==> src/rtl/udp_pkg.sv <==
// Shared types and constants for the UDP payload filter.
package udp_pkg;

    typedef enum logic [1:0] {
        IDLE    = 2'd0,
        ACCEPT  = 2'd1,
        DISCARD = 2'd2
    } frame_state_t;

    localparam int BYTES_PER_WORD = 4;
    localparam int WORD_WIDTH     = 8 * BYTES_PER_WORD;

    // Index 0 starts a fresh word, so unfilled low bytes stay zero.
    function automatic logic [WORD_WIDTH-1:0] insert_byte(
        input logic [WORD_WIDTH-1:0] word,
        input logic [1:0]            idx,
        input logic [7:0]            b
    );
        logic [WORD_WIDTH-1:0] w;
        w = (idx == 2'd0) ? '0 : word;
        case (idx)
            2'd0:    w[31:24] = b;
            2'd1:    w[23:16] = b;
            2'd2:    w[15:8]  = b;
            default: w[7:0]   = b;
        endcase
        return w;
    endfunction

endpackage

==> src/rtl/sync_fifo_fwft.sv <==
// Synchronous first-word-fall-through FIFO with registered full/empty flags.
module sync_fifo_fwft #(
    parameter int WIDTH = 32,
    parameter int DEPTH = 16
) (
    input  logic             clk,
    input  logic             rst,
    input  logic             wr_en,
    input  logic [WIDTH-1:0] din,
    input  logic             rd_en,
    output logic [WIDTH-1:0] dout,
    output logic             full,
    output logic             empty
);

    localparam int AW = $clog2(DEPTH);

    logic [WIDTH-1:0] mem [DEPTH];
    logic [AW:0]      wr_ptr;
    logic [AW:0]      rd_ptr;
    logic [AW:0]      wr_ptr_next;
    logic [AW:0]      rd_ptr_next;
    logic             do_wr;
    logic             do_rd;

    // A pop in the same cycle frees the slot, so a full FIFO still takes the write.
    assign do_rd       = rd_en && !empty;
    assign do_wr       = wr_en && (!full || do_rd);
    assign wr_ptr_next = wr_ptr + {{AW{1'b0}}, do_wr};
    assign rd_ptr_next = rd_ptr + {{AW{1'b0}}, do_rd};

    always_ff @(posedge clk) begin
        if (rst) begin
            wr_ptr <= '0;
            rd_ptr <= '0;
            empty  <= 1'b1;
            full   <= 1'b0;
        end else begin
            wr_ptr <= wr_ptr_next;
            rd_ptr <= rd_ptr_next;
            empty  <= (wr_ptr_next == rd_ptr_next);
            full   <= (wr_ptr_next[AW] != rd_ptr_next[AW]) &&
                      (wr_ptr_next[AW-1:0] == rd_ptr_next[AW-1:0]);
        end
    end

    always_ff @(posedge clk) begin
        if (do_wr) begin
            mem[wr_ptr[AW-1:0]] <= din;
        end
    end

    assign dout = empty ? '0 : mem[rd_ptr[AW-1:0]];

endmodule

==> src/rtl/udp_detector.sv <==
// Filters a byte-wide UDP payload stream by destination port and packs
// accepted bytes big-endian into 32-bit words buffered in a FWFT FIFO.
//
// state   | meaning
// --------+-----------------------------------------------------------
// IDLE    | between frames; next valid beat decides accept or discard
// ACCEPT  | matching frame in progress, bytes are packed
// DISCARD | non-matching frame in progress, bytes are dropped
import udp_pkg::*;

module udp_detector #(
    parameter logic [15:0] LISTEN_PORT = 16'h1000,
    parameter int          FIFO_DEPTH  = 16
) (
    input  logic        clk,
    input  logic        rst,
    input  logic [15:0] dest_port,
    input  logic [7:0]  axis_tdata,
    input  logic        axis_tvalid,
    input  logic        axis_tlast,
    input  logic        rd_en,
    output logic        data_ready,
    output logic [31:0] data,
    output logic        full,
    output logic        empty
);

    frame_state_t          state;
    frame_state_t          state_next;
    logic                  accept_beat;
    logic                  word_done;
    logic [1:0]            byte_idx;
    logic [WORD_WIDTH-1:0] acc;
    logic [WORD_WIDTH-1:0] word_next;
    logic [WORD_WIDTH-1:0] wr_word;
    logic                  wr_strobe;
    logic                  wr_last;

    always_ff @(posedge clk) begin
        if (rst) begin
            state <= IDLE;
        end else begin
            state <= state_next;
        end
    end

    always_comb begin
        state_next  = state;
        accept_beat = 1'b0;
        if (axis_tvalid) begin
            case (state)
                IDLE: begin
                    if (dest_port == LISTEN_PORT) begin
                        accept_beat = 1'b1;
                        state_next  = axis_tlast ? IDLE : ACCEPT;
                    end else begin
                        state_next  = axis_tlast ? IDLE : DISCARD;
                    end
                end
                ACCEPT: begin
                    accept_beat = 1'b1;
                    if (axis_tlast) state_next = IDLE;
                end
                DISCARD: begin
                    if (axis_tlast) state_next = IDLE;
                end
                default: state_next = IDLE;
            endcase
        end
    end

    assign word_next = insert_byte(acc, byte_idx, axis_tdata);
    assign word_done = accept_beat && ((byte_idx == 2'(BYTES_PER_WORD - 1)) || axis_tlast);

    // data_ready trails the write strobe by one cycle so it lines up with empty falling.
    always_ff @(posedge clk) begin
        if (rst) begin
            byte_idx   <= 2'd0;
            acc        <= '0;
            wr_word    <= '0;
            wr_strobe  <= 1'b0;
            wr_last    <= 1'b0;
            data_ready <= 1'b0;
        end else begin
            wr_strobe  <= word_done;
            wr_last    <= word_done && axis_tlast;
            data_ready <= wr_last;
            if (word_done) begin
                wr_word <= word_next;
            end
            if (accept_beat) begin
                if (word_done) begin
                    byte_idx <= 2'd0;
                end else begin
                    byte_idx <= byte_idx + 2'd1;
                    acc      <= word_next;
                end
            end else if (axis_tvalid && axis_tlast) begin
                byte_idx <= 2'd0;
            end
        end
    end

    sync_fifo_fwft #(
        .WIDTH (WORD_WIDTH),
        .DEPTH (FIFO_DEPTH)
    ) u_fifo (
        .clk   (clk),
        .rst   (rst),
        .wr_en (wr_strobe),
        .din   (wr_word),
        .rd_en (rd_en),
        .dout  (data),
        .full  (full),
        .empty (empty)
    );

endmodule

==> config.mk <==
export PLATFORM = sky130hd
export DESIGN_NAME = udp_detector
export DESIGN_NICKNAME = d
export VERILOG_FILES = /design/src/rtl/udp_pkg.sv /design/src/rtl/sync_fifo_fwft.sv /design/src/rtl/udp_detector.sv
export SDC_FILE = /design/constraint.sdc
export NUM_CORES = 1
export LEC_CHECK = 0
export ABC_AREA = 1
export CORE_ASPECT_RATIO = 1.5
export CORE_MARGIN = 4
export CORE_UTILIZATION = 47
export CTS_BUF_LIST = sky130_fd_sc_hd__clkbuf_4
export CTS_CLUSTER_SIZE = 30
export DETAILED_ROUTE_END_ITERATION = 8
export PLACE_DENSITY = 0.61
export SLEW_MARGIN = 20
export SYNTH_ARGS = -nofsm -noshare
export SYNTH_HDL_FRONTEND = slang
export SYNTH_HIERARCHICAL = 1
export SYNTH_SLANG_ARGS = --single-unit
==> constraint.sdc <==
create_clock -name clk -period 4.2 [get_ports clk]
set_clock_uncertainty 0.2 [all_clocks]
set_input_delay 0.84 -clock clk [delete_from_list [all_inputs] [get_ports clk]]
set_output_delay 0.84 -clock clk [all_outputs]
set_load 0.005 [all_outputs]
# Yosys cells after proc, flatten, opt, wreduce, memory -nomap -nowiden
# Memory sizes are Yosys's and may differ from the RTL's. A register that Yosys moved wholly into a read port is not among the register bits.
# Index checks and enable logic that the tools add are counted.
[word_totals]
ff_bits = 83
inputBits = 29
memories = 1
ram_bits = 512
mem_bits_ro = 0
latchBits = 0
out_inout_bits = 35
[mem_list]
columns = ["name", "words", "word_bits", "rd", "rd_clocked_by_memory_dff", "write_ports", "line", "text"]
rows = [
  ["u_fifo.mem", 16, 32, 1, 1, 1, "sync_fifo_fwft.sv:18", "logic [WIDTH-1:0] mem [DEPTH];"],
]
[classes]
div_mod_pow = 0
magnitude_cmp = 0
bitwise = 1
shifts = 0
n_mul = 0
n_mux = 20
reduce_logical = 17
eq_ne = 10
n_addsub = 3
[ops]
columns = ["op", "n"]
rows = [
  ["$mux W32", 2],
  ["$mux W8", 4],
  ["$eq A16 B13 Y1 const B", 1],
  ["$mux W2", 6],
  ["$add A5 B1 Y5", 2],
  ["$eq A2 B2 Y1 const B", 3],
  ["$logic_and A1 B1 Y1", 6],
  ["$eq A5 B5 Y1", 1],
  ["$mux W1", 5],
  ["$eq A2 B1 Y1 const B", 2],
  ["$eq A4 B4 Y1", 1],
  ["$logic_not A2 Y1", 2],
  ["$mux W4", 1],
  ["$pmux W2 S2", 1],
  ["$reduce_and A2 Y1", 2],
  ["$reduce_or A3 Y1", 1],
  ["$add A2 B1 Y2 const B", 1],
  ["$logic_not A1 Y1", 2],
  ["$logic_or A1 B1 Y1", 2],
  ["$ne A2 B1 Y1 const B", 1],
  ["$pmux W1 S2", 1],
  ["$reduce_bool A2 Y1", 1],
  ["$reduce_or A2 Y1", 1],
  ["$ne A1 B1 Y1", 1],
  ["$not A1 Y1", 1],
]

# Longest topological paths before layout
[logic_depth]
depth_word = 7
ltp_mapped = 14
ltp_nobuf = 13

# Hierarchy
# The synthesis kept the hierarchy.
[modules_own_cells]
columns = ["module", "n_inst", "cells_each", "area_each_um2"]
rows = [
  ["sync_fifo_fwft", 1, 2089, 22131.2],
  ["udp_detector", 1, 534, 3590.9],
]

# Worst setup path before layout
# No wires, ideal clock.
[synth_path]
kind = "input-to-reg"
from = "in rd_en"
to = "mem u_fifo.mem[0][0], enable pin"
path_stages = 4
required_ps = 3579
setup_slack_ps = 871
t_arrival_ps = 2708
cell_sequence = "nand2_1 -> a21boi_1 -> nand3_1 -> nor2_1"
[synth_between]
elab_chain_len = 5
[synth_lines]
columns = ["element", "line", "text"]
rows = [
  ["start: declaration", "udp_detector.sv:21", "input logic rd_en,"],
  ["$logic_and A1 B1 Y1", "sync_fifo_fwft.sv:27", "assign do_rd = rd_en && !empty;"],
  ["$logic_or A1 B1 Y1", "sync_fifo_fwft.sv:28", "assign do_wr = wr_en && (!full || do_rd);"],
  ["$logic_and A1 B1 Y1", "sync_fifo_fwft.sv:28", ""],
  ["$mux W1", "sync_fifo_fwft.sv:48", "if (do_wr) begin"],
  ["$mux W1 (not written as such)", "sync_fifo_fwft.sv:49", "mem[wr_ptr[AW-1:0]] <= din;"],
  ["end: declaration", "sync_fifo_fwft.sv:18", ""],
]
# Every way passes these cells.

==> flow_summary_export.csv <==
group,metric,value,unit
synth,syn_area_per_cell,9.806,um2
pwr,power_frac_seq,0.573,
pwr,power_density,377.7,mW/mm2
drt,firstDrtPassIters,5,
hold_path,min_from,"wr_last",
pwr,power,11.02,mW
clock_tree,h-tree-depth,4,
hold_path,hold_path_depth,2,
placement,io_buffers,63,
finish,final_common_cell,"nand2_1",
global_routing,grt_pass1_wl,103900,um
clock_tree,cts_buffer_depth,3,
timing,period_share,0.9656,
global_routing,antenna_found_initial,1,
synth,netlist_area,0.02572,mm2
critical_path,arrival,3.02,ns
synth,synth_edf_count,512,
clock_tree,cts_buffers,144,
die,die_area,0.05861,mm2
pwr,p_leak,11.84,nW
synth,synth_nets,2661,
finish,drive_gt1_frac,0.1145,
pwr,swShare,0.2088,
synth,synthCells,2623,
timing,hold_viol_final,0,
timing,min_period,4.056,ns
synth,synthArstFlopShare,0,
hold_path,holdPathEnd,"data_ready",
die,initial_core_util,0.4775,
global_routing,grt_pass1_vias,18700,
finish,syn2layout_area_growth,13.47,%
die,core,0.05387,mm2
drt,vias,18800,
synth,ys_ff_latch,595,
die,die_w,199.0,um
die,die_y,294.5,um
critical_path,worstPathMaxFanout,98,
hold_path,hp-class,"register to register",
placement,gp_congestion,0.8233,
job,maxCapViolCount,0,
synth,synthFlopType,"edfxtp_1",
global_routing,grt_max_degree,99,
finish,final_cell_mix,"nand2_1 (792), edfxtp_1 (512), inv_1 (359)",
critical_path,end_kind,"output pin",
synth,yosysSeqAreaShare,0.6623,
timing,slew_headroom,0.2935,
pwr,switchingPower,2.302,mW
pwr,comb_power_share,0.008,
critical_path,regToRegEndpoint,"u_fifo/mem[2][11]",
clock_tree,clkSinkCount,595,
clock_tree,root_buffer,"clkbuf_4",
drt,vias_per_cell,5.314,
timing,rsz0062_at_grt,"yes",
pwr,power.internal,8.721,mW
critical_path,r2r_cells,6,
placement,hpwl,36340,um
drt,drtAntennaViolNets,0,
synth,yosysUniqueCellTypes,26,
timing,timing.setup.tns,0,ns
clock_tree,postCtsHoldBufs,0,
timing,setup_viol,0,
clock_tree,cts_tree,"built",
global_routing,grtUsageTotal,0.2294,
status,outcome,"complete, no violations",
drt,wl_met3,4509,um
die,rows,104,
timing,slew_viol_final,0,
synth,yosys_warnings,6,
timing,worstMarginPinSlew,1.059,ns
timing,whs,0.2186,ns
critical_path,reg2reg_slack,1.42,ns
clock_tree,worst_skew_pair.late_latency,0.87,ns
drt,drc,0,
critical_path,r2r_start,"u_fifo/empty",
drt,drt_iter0_drc,1632,
pwr,peakVddDrop,206.3,uV
critical_path,critPathKind,"register to output pin",
timing,fmax,0.2466,GHz
critical_path,cp.required,3.16,ns
drt,avgRoutedWirePerCell,19.05,um
finish,fin_nets,2780,
drt,highest_layer,"met4",
critical_path,start_kind,"register",
drt,drt-total-wl,67410,um
drt,met2_length,33870,um
drt,drt-met1-wl,26710,um
clock_tree,cts.clk_slew.worst_paths,0.07,ns
pwr,power.share.clock,0.419,
die,io_pins,64,
global_routing,gr-total-overflow,0,
power by group through the flow:
stage,registers [mW],clock network (mW),logic (mW)
3_3_place_gp,6.45,0,0.0900
4_1_cts,6.32,4.75,0.0916
5_1_grt,6.31,5.04,0.100
3_5_place_dp,6.45,0,0.0915
2_1_floorplan,6.45,0,0.0474
6_report,6.32,4.61,0.0923
synthesized netlist by cell type (2+ instances only):
cell	number	share of area
nand2_1	792	0.12
edfxtp_1	512	0.60
inv_1	360	0.053
nand3_1	353	0.069
nor2_1	137	0.020
dfxtp_1	83	0.065
o21ai_0	73	0.014
a21oi_1	69	0.013
nand4_1	69	0.017
clkbuf_1	68	0.0099
buf_2	54	0.011
buf_1	17	0.0025
ha_1	9	0.0044
buf_4	6	0.0018
buf_6	5	0.0022
nand3_2	3	0.0012
nor2_2	3	0.00073
clkinv_1	2	0.00029
layout make-up:
cell class	count	area (um2)
multi-input combinational	1513	6760
antenna	1	2.502
timing repair buffer	125	1355
tap	689	862.1
clock inverter	47	239.0
sequential	595	17050
clock buffer	205	1539
inverter	363	1383
fill	4788	24680
cell families after synthesis:
logic type | after synthesis | share of synthesized area
AND/OR/NAND/NOR | 1359 | 0.2236
flip-flops | 595 | 0.6623
buffers and inverters | 515 | 0.08118
AO/OA/AOI/OAI | 144 | 0.02821
adder cells (fa/ha/maj) | 9 | 0.004378
XOR/XNOR | 1 | 0.0003406
routing by layer:
| metal | vias to the layer above | track usage |
|---|---|---|
| met5 | - | 0 |
| met4 | 0 | 0.1066 |
| met3 | 146 | 0.03533 |
| met2 | 735 | 0.3947 |
| met1 | 8960 | 0.2842 |
| li1 | 8961 | - |
metrics by stage:
| step | util | setup slack [ns] | cell area, um2 | cells |
|---|---|---|---|---|
| 6_report | 0.5418 | 0.1444 | 29190 | 3538 |
| 5_1_grt | 0.5418 | -0.03546 | 29190 | 3538 |
| 4_1_cts | 0.5410 | 0.004512 | 29140 | 3536 |
| 3_5_place_dp | 0.5044 | 0.6780 | 27170 | 3277 |
| 3_3_place_gp | 0.5044 | 0.6571 | 27170 | 3277 |
| 2_1_floorplan | - | 0.8707 | 25720 | 2623 |
what timing repair did:
item / 4_1_cts / 5_1_grt
gates resized for setup: 17 / 8
setup buffers: 5 / 0
setup endpoints to repair: 32 / 25
pin swaps: 1 / 1
cloned: 2 / 1
how the worst max path moves through the flow:
stage	cells past startpoint	slack (ns)	to	from
3_5_place_dp	9	0.68	data[20]	u_fifo/rd_ptr[0]
3_3_place_gp	9	0.66	data[20]	u_fifo/rd_ptr[0]
4_1_cts	9	0.005	data[27]	u_fifo/rd_ptr[0]
6_report	9	0.14	data[12]	u_fifo/rd_ptr[0]
2_1_floorplan	4	0.87	u_fifo/mem[0][0]	rd_en
5_1_grt	9	-0.04	data[23]	u_fifo/rd_ptr[0]
worst max-delay path: stages, from the launching register on:
cell,delay (ns)
dfxtp_4,0.46
inv_16,0.15
buf_12,0.24
buf_4,0.17
nand2_1,0.06
nand3_1,0.06
nand3_1,0.09
nand3_1,0.11
a21oi_1,0.22
clkdlybuf4s50_1,0.53
registers in the layout (all words and copies together), names as in the netlist:
signal / cells
acc: 32
byte_idx: 2
data_ready: 1
state: 2
u_fifo/empty: 1
u_fifo/full: 1
u_fifo/mem: 512
u_fifo/rd_ptr: 5
u_fifo/wr_ptr: 5
wr_last: 1
wr_strobe: 1
wr_word: 32
No activity file was read; power rests on OpenSTA's default activity.
